**src/rtl/fm_zc_demod.sv**
```systemverilog
// Zero-crossing FM demodulator: measures clocks between accepted rising zero crossings
// and converts the period into a control word floor(2^32 / period) with a serial divider.
module fm_zc_demod #(
    parameter int unsigned HYST       = 8,
    parameter int unsigned MIN_PERIOD = 40,
    parameter logic [31:0] TIMEOUT    = 32'd1048576
) (
    input  logic        clk,
    input  logic        rst,
    input  logic [7:0]  sin_in,
    output logic [31:0] freq_out,
    output logic        freq_valid,
    output logic [31:0] period_out,
    output logic        locked,
    output logic        busy
);

    localparam logic [0:0] IDLE = 1'b0;
    localparam logic [0:0] DIV  = 1'b1;

    localparam logic signed [8:0] NEG_HYST = -$signed(9'(HYST));
    localparam logic [31:0] CNT_MAX = TIMEOUT - 32'd1;
    localparam logic [31:0] CNT_PRE = TIMEOUT - 32'd2;
    localparam logic [31:0] MIN_P   = 32'(MIN_PERIOD);

    logic [0:0]  state;
    logic [31:0] cnt;
    logic        armed;
    logic        have_ref;
    logic [32:0] rem;
    logic [31:0] quo;
    logic [4:0]  iter;

    logic        arm;
    logic        crossing;
    logic        accept;
    logic        timeout;
    logic [31:0] period;
    logic [32:0] trial;
    logic        fits;

    always_comb begin
        arm      = $signed({sin_in[7], sin_in}) <= NEG_HYST;
        crossing = armed && !sin_in[7];
        period   = cnt + 32'd1;
        accept   = crossing && (period >= MIN_P);
        // Fires on the edge where cnt would step onto TIMEOUT-1.
        timeout  = have_ref && !accept && (cnt == CNT_PRE);
        trial    = rem << 1;
        fits     = trial >= {1'b0, period_out};
        busy     = (state == DIV);
    end

    always_ff @(posedge clk) begin
        if (rst) begin
            state      <= IDLE;
            cnt        <= '0;
            armed      <= 1'b0;
            have_ref   <= 1'b0;
            rem        <= '0;
            quo        <= '0;
            iter       <= '0;
            freq_out   <= '0;
            freq_valid <= 1'b0;
            period_out <= '0;
            locked     <= 1'b0;
        end else begin
            freq_valid <= 1'b0;

            if (arm)
                armed <= 1'b1;
            else if (crossing)
                armed <= 1'b0;

            if (accept)
                cnt <= '0;
            else if (cnt != CNT_MAX)
                cnt <= cnt + 32'd1;

            if (accept) begin
                have_ref <= 1'b1;
                if (have_ref) begin
                    period_out <= period;
                    locked     <= 1'b1;
                    // Dividend 2^32: its top bit is preloaded, 32 bits remain to shift in.
                    rem        <= 33'd1;
                    quo        <= '0;
                    iter       <= '0;
                    state      <= DIV;
                end
            end else if (state == DIV) begin
                rem  <= fits ? (trial - {1'b0, period_out}) : trial;
                quo  <= {quo[30:0], fits};
                iter <= iter + 5'd1;
                if (iter == 5'd31) begin
                    freq_out   <= {quo[30:0], fits};
                    freq_valid <= 1'b1;
                    state      <= IDLE;
                end
            end

            if (timeout) begin
                have_ref   <= 1'b0;
                locked     <= 1'b0;
                freq_out   <= '0;
                freq_valid <= 1'b1;
            end
        end
    end

endmodule

```
**config.mk**
```make
export PLATFORM = sky130hd
export DESIGN_NAME = fm_zc_demod
export DESIGN_NICKNAME = d
export VERILOG_FILES = /design/src/rtl/fm_zc_demod.sv
export SDC_FILE = /design/constraint.sdc
export NUM_CORES = 1
export LEC_CHECK = 0
export CAP_MARGIN = 20
export CORE_MARGIN = 5
export CORE_UTILIZATION = 42
export CTS_CLUSTER_DIAMETER = 60
export DETAILED_ROUTE_END_ITERATION = 16
export PLACE_DENSITY = 0.71
export SYNTH_ARGS = -nofsm -noshare
export SYNTH_HDL_FRONTEND = slang
export SYNTH_SLANG_ARGS = --single-unit
```
**constraint.sdc**
```tcl
create_clock -name clk -period 4.2 [get_ports clk]
set_input_delay 0.84 -clock clk [delete_from_list [all_inputs] [get_ports clk]]
set_output_delay 0.84 -clock clk [all_outputs]
set_load 0.03 [all_outputs]
```
==> impl_results.md <==
- Startpoint kind of the worst setup timing path: register
- Critical Path Sink Type: register
- Final routed wirelength across all metal layers: 22,700 um
- Skew-Pair Late Insertion Delay: 0.44 ns
- Most frequent standard cell in the layout excluding fill and tap cells: sky130_fd_sc_hd__dfxtp_1
- Fraction of final layout cells with drive strength greater than 1: 6.98%
- Count of routing violations after the opening detailed-route iteration: 479
- Depth of the CTS H-tree: 4
- Clock buffer count from CTS: 17
- Share of the cycle needed by the critical path after routing: 90.4%
- Total congestion overflow after global routing: 0
- Post-detailed-route wirelength per cell: 16.7 um
- Global-route wire length before repair: 37,200 um
- Critical-path top delay cell: sky130_fd_sc_hd__or4_1
- Leading cell types in the layout, fill and taps excluded: sky130_fd_sc_hd__dfxtp_1, sky130_fd_sc_hd__a21oi_1, sky130_fd_sc_hd__nand2_1
- Nets in the synthesized netlist: 1,072
- Required arrival time at the worst endpoint: 4.54 ns
- Total Negative Setup Slacks: 0 ns
- Pin count of the biggest net entering global routing: 52
- RD Place Congestion: 0.951
- Worst Path Arrival: 4.13 ns
- RSZ-0062 raised after global routing: no
- Synth cell types: 64
- Die footprint: 23,800 um^2
- Result of the run: finished, final reports clean
- Final Total Pwr: 3.26 mW
- Leakage dissipation: 3.84 nW
- Min-delay src: freq_out[7]
- Number of enable flip-flop cells after synthesis: 0
- Count of instances resized after the clock tree is built: 0
- Die Span X: 154 um
- Ys async rst share: 0%
- Final setup violation count: 0
- CP Max Fanout: 20
- Worst-Margin Slew: 0.849 ns
- Hold buffer count at cts: 0
- Root Buffer Master: sky130_fd_sc_hd__clkbuf_16
- Number of warnings issued by yosys: 0
- Clock-pin slew on the worst setup and hold paths: 0.08 ns
- Buffers from clock root to sink, at most: 2
- Layout Nets: 1,123
- Fmax: 263 MHz
- Clock skew: 0.0143 ns
- Number of cell rows: 52
- Post-Syn Area: 8740 um^2
- Cells after Synth: 1,025
- Core Region: 20,400 um^2
- # port buffers: 76
- Minimum setup slack among reg-to-reg paths: 0.40 ns
- Total power per unit cell area: 313 nW/um^2
- Area delta synth->final: 19.0%
- Per-cell via count in the routed design: 5.65
- Rel. slew slack: 43.4%
- Path category of the worst min-delay check: reg -> reg
- Share of synthesized area occupied by flip-flops and latches: 38.7%
- Syn avg cell area: 8.52 um^2
- Final hold violations: 0
- DIE HEIGHT: 154 um
- Final Slew Violations: 0
- CTS tree: built
- Critical path class: reg -> reg
- Count of TritonRoute iterations in the first routing pass: 5
- CTS sink count: 169
- Initial Utilization: 42.9%
- Antenna violations before repair: 0
- Post-detailed-route count of antenna-violating nets: 0
- I/O pins: 77
- VDD IR max: 0.311 mV
- Critical Path Start: cnt[7]
- Count of vias placed by the detailed router: 7,680
- Cells traversed along the worst timing path: nand3_2 -> or4_1 -> nor4b_2 -> nand3_1 -> a2111o_1 -> o31ai_4 -> or2_1 -> buf_4 -> a21oi_1 -> a211oi_1
- Post-CTS setup repair buffer count: 0
- Maximum capacitance violations: 0
- Ant diodes: 0
- HPWL after detailed placement: 16,500 um
- Delay of the slowest cell on the worst path: 0.76 ns
- Number of synthesized register bits: 169
- Vias in the first global route: 7,245
- Startpoint of the most critical register-to-register path: cnt[7]
- Min Clock Period, post-route: 3.80 ns
- Number of DRC violations after detailed routing: 0
- Global Route Usage Sum: 18.8%
- Top FF cell, synth: sky130_fd_sc_hd__dfxtp_1
worst max-delay path, delay by kind of cell (launching register included):
| kind | cells | cell delay [ns] |
|---|---|---|
| simple gates | 5 | 1.65 |
| flops | 1 | 0.43 |
| compound gates | 4 | 1.36 |
| buf+inv | 1 | 0.25 |
stage by stage:
stage | util, % | setup slack (ns) | cell area, um^2 | std cells | hold WS (ns)
global placement | 48.1 | 0.592 | 9790 | 1327 | 0.445
floorplan | - | 0.824 | 8740 | 1025 | 0.432
global route | 51.1 | 0.186 | 10400 | 1359 | 0.476
finish | 51.1 | 0.404 | 10400 | 1359 | 0.454
CTS | 51.1 | 0.430 | 10400 | 1359 | 0.458
detailed placement | 48.1 | 0.485 | 9790 | 1327 | 0.448
final cells by class:
class | count | area, um^2
fill | 1875 | 9970
multi-input combinational | 737 | 4890
sequential | 169 | 3380
timing repair buffer | 102 | 988
clock buffer | 17 | 425
tap | 270 | 338
inverter | 49 | 184
clock inverter | 15 | 183
kinds of logic after synthesis:
kind of cell	synth area share [%]
adder cells (fa/ha/maj)	5.38
AND/OR/NAND/NOR	18.4
AO/OA/AOI/OAI	23.4
flip-flops	38.7
multiplexers	3.44
XOR/XNOR	5.21
buffers and inverters	5.44
power breakdown:
part | switching (mW) | leakage, nW | internal [mW]
sequential | 0.00580 | 1.36 | 1.60
clock | 0.741 | 0.284 | 0.853
combinational | 0.0340 | 2.20 | 0.0183
total | 0.780 | 3.84 | 2.48
flip-flops by register name (all words and copies together), names as in the netlist:
signal      count
cnt            32
have_ref        1
busy            1
freq_out       32
armed           1
rem            32
quo            31
freq_valid      1
period_out     32
locked          1
iter            5
per-layer routing:
metal | share of wire [%] | vias to the layer above | track usage [%]
li1 | - | 3827 | -
met5 | 0 | - | 0
met2 | 47 | 203 | 30.2
met1 | 46 | 3617 | 25.5
met4 | 2.4 | 0 | 6.69
met3 | 4.7 | 33 | 3.41
cell usage after synthesis, types with 3 or more instances:
cell type | instances | area share, %
sky130_fd_sc_hd__o31ai_1 | 4 | 0.34
sky130_fd_sc_hd__o22ai_1 | 3 | 0.21
sky130_fd_sc_hd__and2_1 | 6 | 0.43
sky130_fd_sc_hd__o2bb2ai_1 | 12 | 1.2
sky130_fd_sc_hd__nor3_1 | 22 | 1.3
sky130_fd_sc_hd__nand2_1 | 89 | 3.8
sky130_fd_sc_hd__a211oi_1 | 50 | 4.3
sky130_fd_sc_hd__ha_1 | 36 | 5.2
sky130_fd_sc_hd__a22o_1 | 36 | 3.6
sky130_fd_sc_hd__nor2_1 | 78 | 3.4
sky130_fd_sc_hd__inv_1 | 49 | 2.1
sky130_fd_sc_hd__o21a_1 | 14 | 1.2
sky130_fd_sc_hd__a31o_2 | 3 | 0.30
sky130_fd_sc_hd__nor3b_1 | 5 | 0.43
sky130_fd_sc_hd__nand3_1 | 25 | 1.4
sky130_fd_sc_hd__o21bai_1 | 4 | 0.34
sky130_fd_sc_hd__xnor2_1 | 33 | 3.3
sky130_fd_sc_hd__xor2_1 | 19 | 1.9
sky130_fd_sc_hd__and3_1 | 6 | 0.43
sky130_fd_sc_hd__a21o_1 | 13 | 1.1
sky130_fd_sc_hd__buf_2 | 23 | 1.3
sky130_fd_sc_hd__o31a_1 | 4 | 0.40
sky130_fd_sc_hd__o21ai_0 | 20 | 1.1
sky130_fd_sc_hd__nor4_1 | 18 | 1.3
sky130_fd_sc_hd__mux2i_1 | 30 | 3.4
sky130_fd_sc_hd__a31oi_1 | 5 | 0.36
sky130_fd_sc_hd__nor2b_1 | 6 | 0.43
sky130_fd_sc_hd__dfxtp_1 | 169 | 39
sky130_fd_sc_hd__nand2b_1 | 14 | 1.0
sky130_fd_sc_hd__a21oi_1 | 95 | 5.4
sky130_fd_sc_hd__or3_1 | 9 | 0.64
sky130_fd_sc_hd__or4_1 | 3 | 0.26
sky130_fd_sc_hd__nand4_1 | 23 | 1.6
sky130_fd_sc_hd__o311ai_0 | 3 | 0.30
sky130_fd_sc_hd__or2_2 | 4 | 0.29
sky130_fd_sc_hd__clkbuf_1 | 46 | 2.0
sky130_fd_sc_hd__a32o_1 | 3 | 0.34
sky130_fd_sc_hd__o2111ai_1 | 4 | 0.40
sky130_fd_sc_hd__and4_1 | 7 | 0.70
path summary, 6_finish.rpt:
path	endpoint	cells after the start
worst max-delay path	rem[5]	10
worst min register to register	freq_out[7]	2
worst min-delay path	freq_out[7]	2
worst max register to register	rem[5]	10
No activity file was read; power rests on OpenSTA's default activity.
==> edit 1 (config.mk and constraints unchanged) <==
Make the reset (`rst`) asynchronous in one clocked block.
--- a/src/rtl/fm_zc_demod.sv
+++ b/src/rtl/fm_zc_demod.sv
@@ -53,3 +53,3 @@
 
-    always_ff @(posedge clk) begin
+    always_ff @(posedge clk or posedge rst) begin
         if (rst) begin
Formal check against the unedited RTL: no difference found for any inputs over 10 cycles, from zero or initial values and one cycle with rst high; that may be too few to reach the edited logic, so the function may still have changed.
==> edit 1 against the original RTL <==
- cell count is 2.4% lower
- synthesized area is 7.1% higher
- final area is 5.7% higher
- sequential cell count stayed put
- hold slack better by 31 ps
- fmax is 4.4% higher
- core utilization is 0.85 points lower
- via count is 2.1% lower
- largest cell class unchanged
- routed wire length is 2.5% higher
- worst setup slack better by 160 ps
Power is not compared: it rests on default switching activity, and its combinational part moved more than twofold at a synthesized area within 25%.
==> edit 1: results (changes against the original RTL) <==
top cells by area, synth = dfrtp_1, a22o_1, ha_1, nand2_1, xnor2_1
largest net degree at the start of global routing = 170 (+230%)
skew final = 12.0 ps (-2.35 ps)
dpl cells = 1294 (-2.5%)
slowest stage delay, CP = 600 ps (-160 ps)
first-pass GRT wire length = 39000 um (+4.9%)
Post-Route WL = 23200 um (+2.5%)
reg2reg end = rem[17]$_DFFE_PP0P_
post-synth cell types = 65 (+1.6%)
Data arrival, critical path = 3970 ps (-160 ps)
average wire per standard cell = 17.5 um (+5.0%)
initial drt markers = 640 (+34%)
post-synth top area share = 45.2% (+6.5 points)
number of fill cells = 2036 (+8.6%)
worst reg2reg path depth = 11 (+1)
Post-Syn Instances = 982 (-4.2%)
status = completed
flop2flop setup slack = 560 ps (+160 ps)
commonest register cell after synthesis = dfrtp_1
layout cell share with drive strength beyond 1 = 6.69% (-0.29 points)
Synth top cells by count = dfrtp_1, nand2_1, a22o_1
Final HPWL DP = 16600 um (+0.71%)
Pre-antenna DRT Iters = 6 (+1)
met2 WL = 11500 um (+7.4%)
M1 WL = 10600 um (+1.8%)
asr flop ratio synth = 100% (+100 points)
Slew @ Worst Pin = 998 ps (+149 ps)
-- edit 1: metrics by stage --
stage	hold slack (ps)	power [mW]	setup slack, ps	instance area (um^2)
2_1_floorplan	465	5.46	1060	9370
3_3_place_gp	461	6.30	759	10400
3_5_place_dp	464	6.40	609	10400
4_1_cts	488	8.00	558	11000
5_1_grt	517	8.59	294	11000
6_report	485	7.98	563	11000
-- edit 1: how the worst max path moves through the flow --
stage	depth (start not counted)	to	slack, ps
floorplan	13	rem[16]$_DFFE_PP0P_	1060
finish	11	rem[17]$_DFFE_PP0P_	560
global placement	11	rem[17]$_DFFE_PP0P_	760
global route	11	rem[17]$_DFFE_PP0P_	290
detailed placement	11	rem[17]$_DFFE_PP0P_	610
CTS	11	rem[17]$_DFFE_PP0P_	560
-- edit 1: per-layer routing --
metal / track usage [%] / vias to the layer above
met2: 31.2 / 163
met4: 4.81 / 0
li1: - / 3652
met3: 3.16 / 31
met5: 0 / -
met1: 24.6 / 3675
-- edit 1: area by class of cell --
cell class / instances / share of cell area (%)
Multi-Input combinational cell: 700 / 42.7
Sequential cell: 169 / 38.5
Inverter: 52 / 1.81
Clock buffer: 21 / 4.19
Timing Repair Buffer: 93 / 8.43
Clock inverter: 11 / 1.16
Tap cell: 280 / 3.19
-- edit 1: cells by family (layout without fill, tap and decap cells) --
kind of cell | after synthesis | after routing | synth area share [%]
AO/OA/AOI/OAI | 289 | 289 | 20.7
AND/OR/NAND/NOR | 288 | 288 | 15.8
flip-flops | 169 | 169 | 45.2
buffers and inverters | 113 | 177 | 4.90
XOR/XNOR | 60 | 60 | 5.61
adder cells (fa/ha/maj) | 37 | 37 | 5.03
multiplexers | 26 | 26 | 2.79
-- edit 1: report_power, final --
group	switching [mW]	total [mW]	internal, mW	leakage (nW)
logic	2.23	3.96	1.72	2.22
registers	0.391	2.44	2.05	2.24
clock network	0.715	1.59	0.870	0.282
total	3.34	7.98	4.64	4.74
-- edit 1: worst min-delay path: cells and delay by family (launching register included) --
family           cells  cell delay [ps]
flip-flops           1              340
AND/OR/NAND/NOR      2              110
==> edit 2 (same settings) <==
Without the edit above. Change the parameter `MIN_PERIOD` from 40 to 30.
--- a/src/rtl/fm_zc_demod.sv
+++ b/src/rtl/fm_zc_demod.sv
@@ -4,3 +4,3 @@
     parameter int unsigned HYST       = 8,
-    parameter int unsigned MIN_PERIOD = 40,
+    parameter int unsigned MIN_PERIOD = 30,
     parameter logic [31:0] TIMEOUT    = 32'd1048576
Behaviour: no difference found for any inputs over 10 cycles, from zero or initial values and one cycle with rst high; that may be too few to reach the edited logic, so the function may still have changed.
==> edit 2 against the original RTL <==
- final area is 0.19% higher
- largest power group is now the clock network
- routed wire length rose by 3.8%
- hold slack gained 5.9 ps
- die area is 1.4% higher
- worst setup slack worse by 52 ps
- total power grew 1.3%
- synthesized area rose by 1.5%
- clock skew is 2.6 ps lower
- global-route usage increased by 0.65 points
- sequential cell count did not move
- critical endpoint is now rem[9]$_SDFFE_PP0P_
- non-clock buffer count down 6
==> edit 2: results (changes against the original RTL) <==
worst reg2reg path depth = 12 (+2)
bufs w/o clock = 96 (-5.9%)
nets@finish = 1152 (+2.6%)
slowest stage delay, CP = 520 ps (-240 ps)
Slowest cell on crit path = nor4_4
Data arrival, critical path = 4170 ps (+40 ps)
skew final = 11.8 ps (-2.56 ps)
layout cell share with drive strength beyond 1 = 9.67% (+2.7 points)
Hold WS = 460 ps (+5.88 ps)
vias in the first global route = 7276 (+0.43%)
RR Startpoint = cnt[0]$_SDFFE_PP0P_
GRT Overall Usage = 19.5% (+0.65 points)
Post-Route WL = 23500 um (+3.8%)
reg2reg end = rem[9]$_SDFFE_PP0P_
status = completed
Flop pwr share = 48.8% (-0.7 points)
DR vias/cell = 5.60 (-0.99%)
flop2flop setup slack = 350 ps (-50 ps)
max_slew headroom = 33.8% (-9.6 points)
register area share after synthesis = 38.1% (-0.58 points)
number of fill cells = 1971 (+5.1%)
first-pass GRT wire length = 38300 um (+3.1%)
Max VDD drop = 0.000274 V (-12%)
Synth top cells by count = dfxtp_1, nand2_1, nor2_1
multi-input logic area = 4980 um^2 (+1.8%)
clkbuf count = 18 (+1)
Worst Hold Endpoint = freq_out[29]$_SDFFE_PP0P_
Pleak = 3.75 nW (-2.4%)
CTS max path bufs = 2 (unchanged)
Skew-Pair Late Insertion Delay = 440 ps (about the same)
Seq cells post-synth = 169 (unchanged)
Layout non-clock buf frac = 8.70% (-0.81 points)
non-filler instance count after layout = 1392 (+2.4%)
Hold Crit Start = freq_out[29]$_SDFFE_PP0P_
routability cong. = 0.898 (-5.6%)
initial drt markers = 581 (+21%)
fmax = 0.260 GHz (-1.4%)
syn_area_per_cell = 8.43 um^2 (-1.1%)
post-synth cell types = 71 (+11%)
Critical Path Sink Type = flip-flop
critical path peak fanout = 27 (+35%)
comb_multi_in = 770 (+4.5%)
Final HPWL DP = 16900 um (+2.7%)
asr flop ratio synth = 0% (unchanged)
inverters = 50 (+2.0%)
Yosys warning total = 0 (unchanged)
top cells by area, synth = dfxtp_1, nand2_1, ha_1, a21oi_1, xnor2_1
internal power = 2.53 mW (+2.2%)
Clock Network Area Fraction = 5.86% (+0.013 points)
H-tree levels = 4 (unchanged)
commonest register cell after synthesis = dfxtp_1
largest net degree at the start of global routing = 65 (+25%)
Placement Setup Slack = 5.63 ps (-479 ps)
# diodes = 0 (unchanged)
syn_nets = 1100 (+2.6%)
## edit 2: stage by stage
| step | utilization [%] | area, um^2 | power, mW |
|---|---|---|---|
| after detailed placement | 46.9 | 9790 | 1.70 |
| after CTS | 49.9 | 10400 | 3.33 |
| after global placement | 46.9 | 9790 | 1.70 |
| final | 49.9 | 10400 | 3.30 |
| after floorplan | - | 8870 | 1.69 |
| after global routing | 49.9 | 10400 | 3.40 |
## edit 2: cells by family after synthesis
family          after synthesis  synth area share (%)
simple gates                354                  19.1
compound gates              309                  24.3
flops                       169                  38.1
buf+inv                     114                  6.16
xor+xnor                     62                  6.12
fa+ha+maj                    38                  5.45
mux                           6                 0.734
## edit 2: routing by layer
metal	up-vias	track usage [%]	part of all wire, %	wire length, um
li1	3879	-	-	-
met3	20	3.03	4.6	1080
met4	0	5.59	1.4	318
met2	195	32.0	48	11300
met1	3695	26.5	46	10800
met5	-	0	0	0
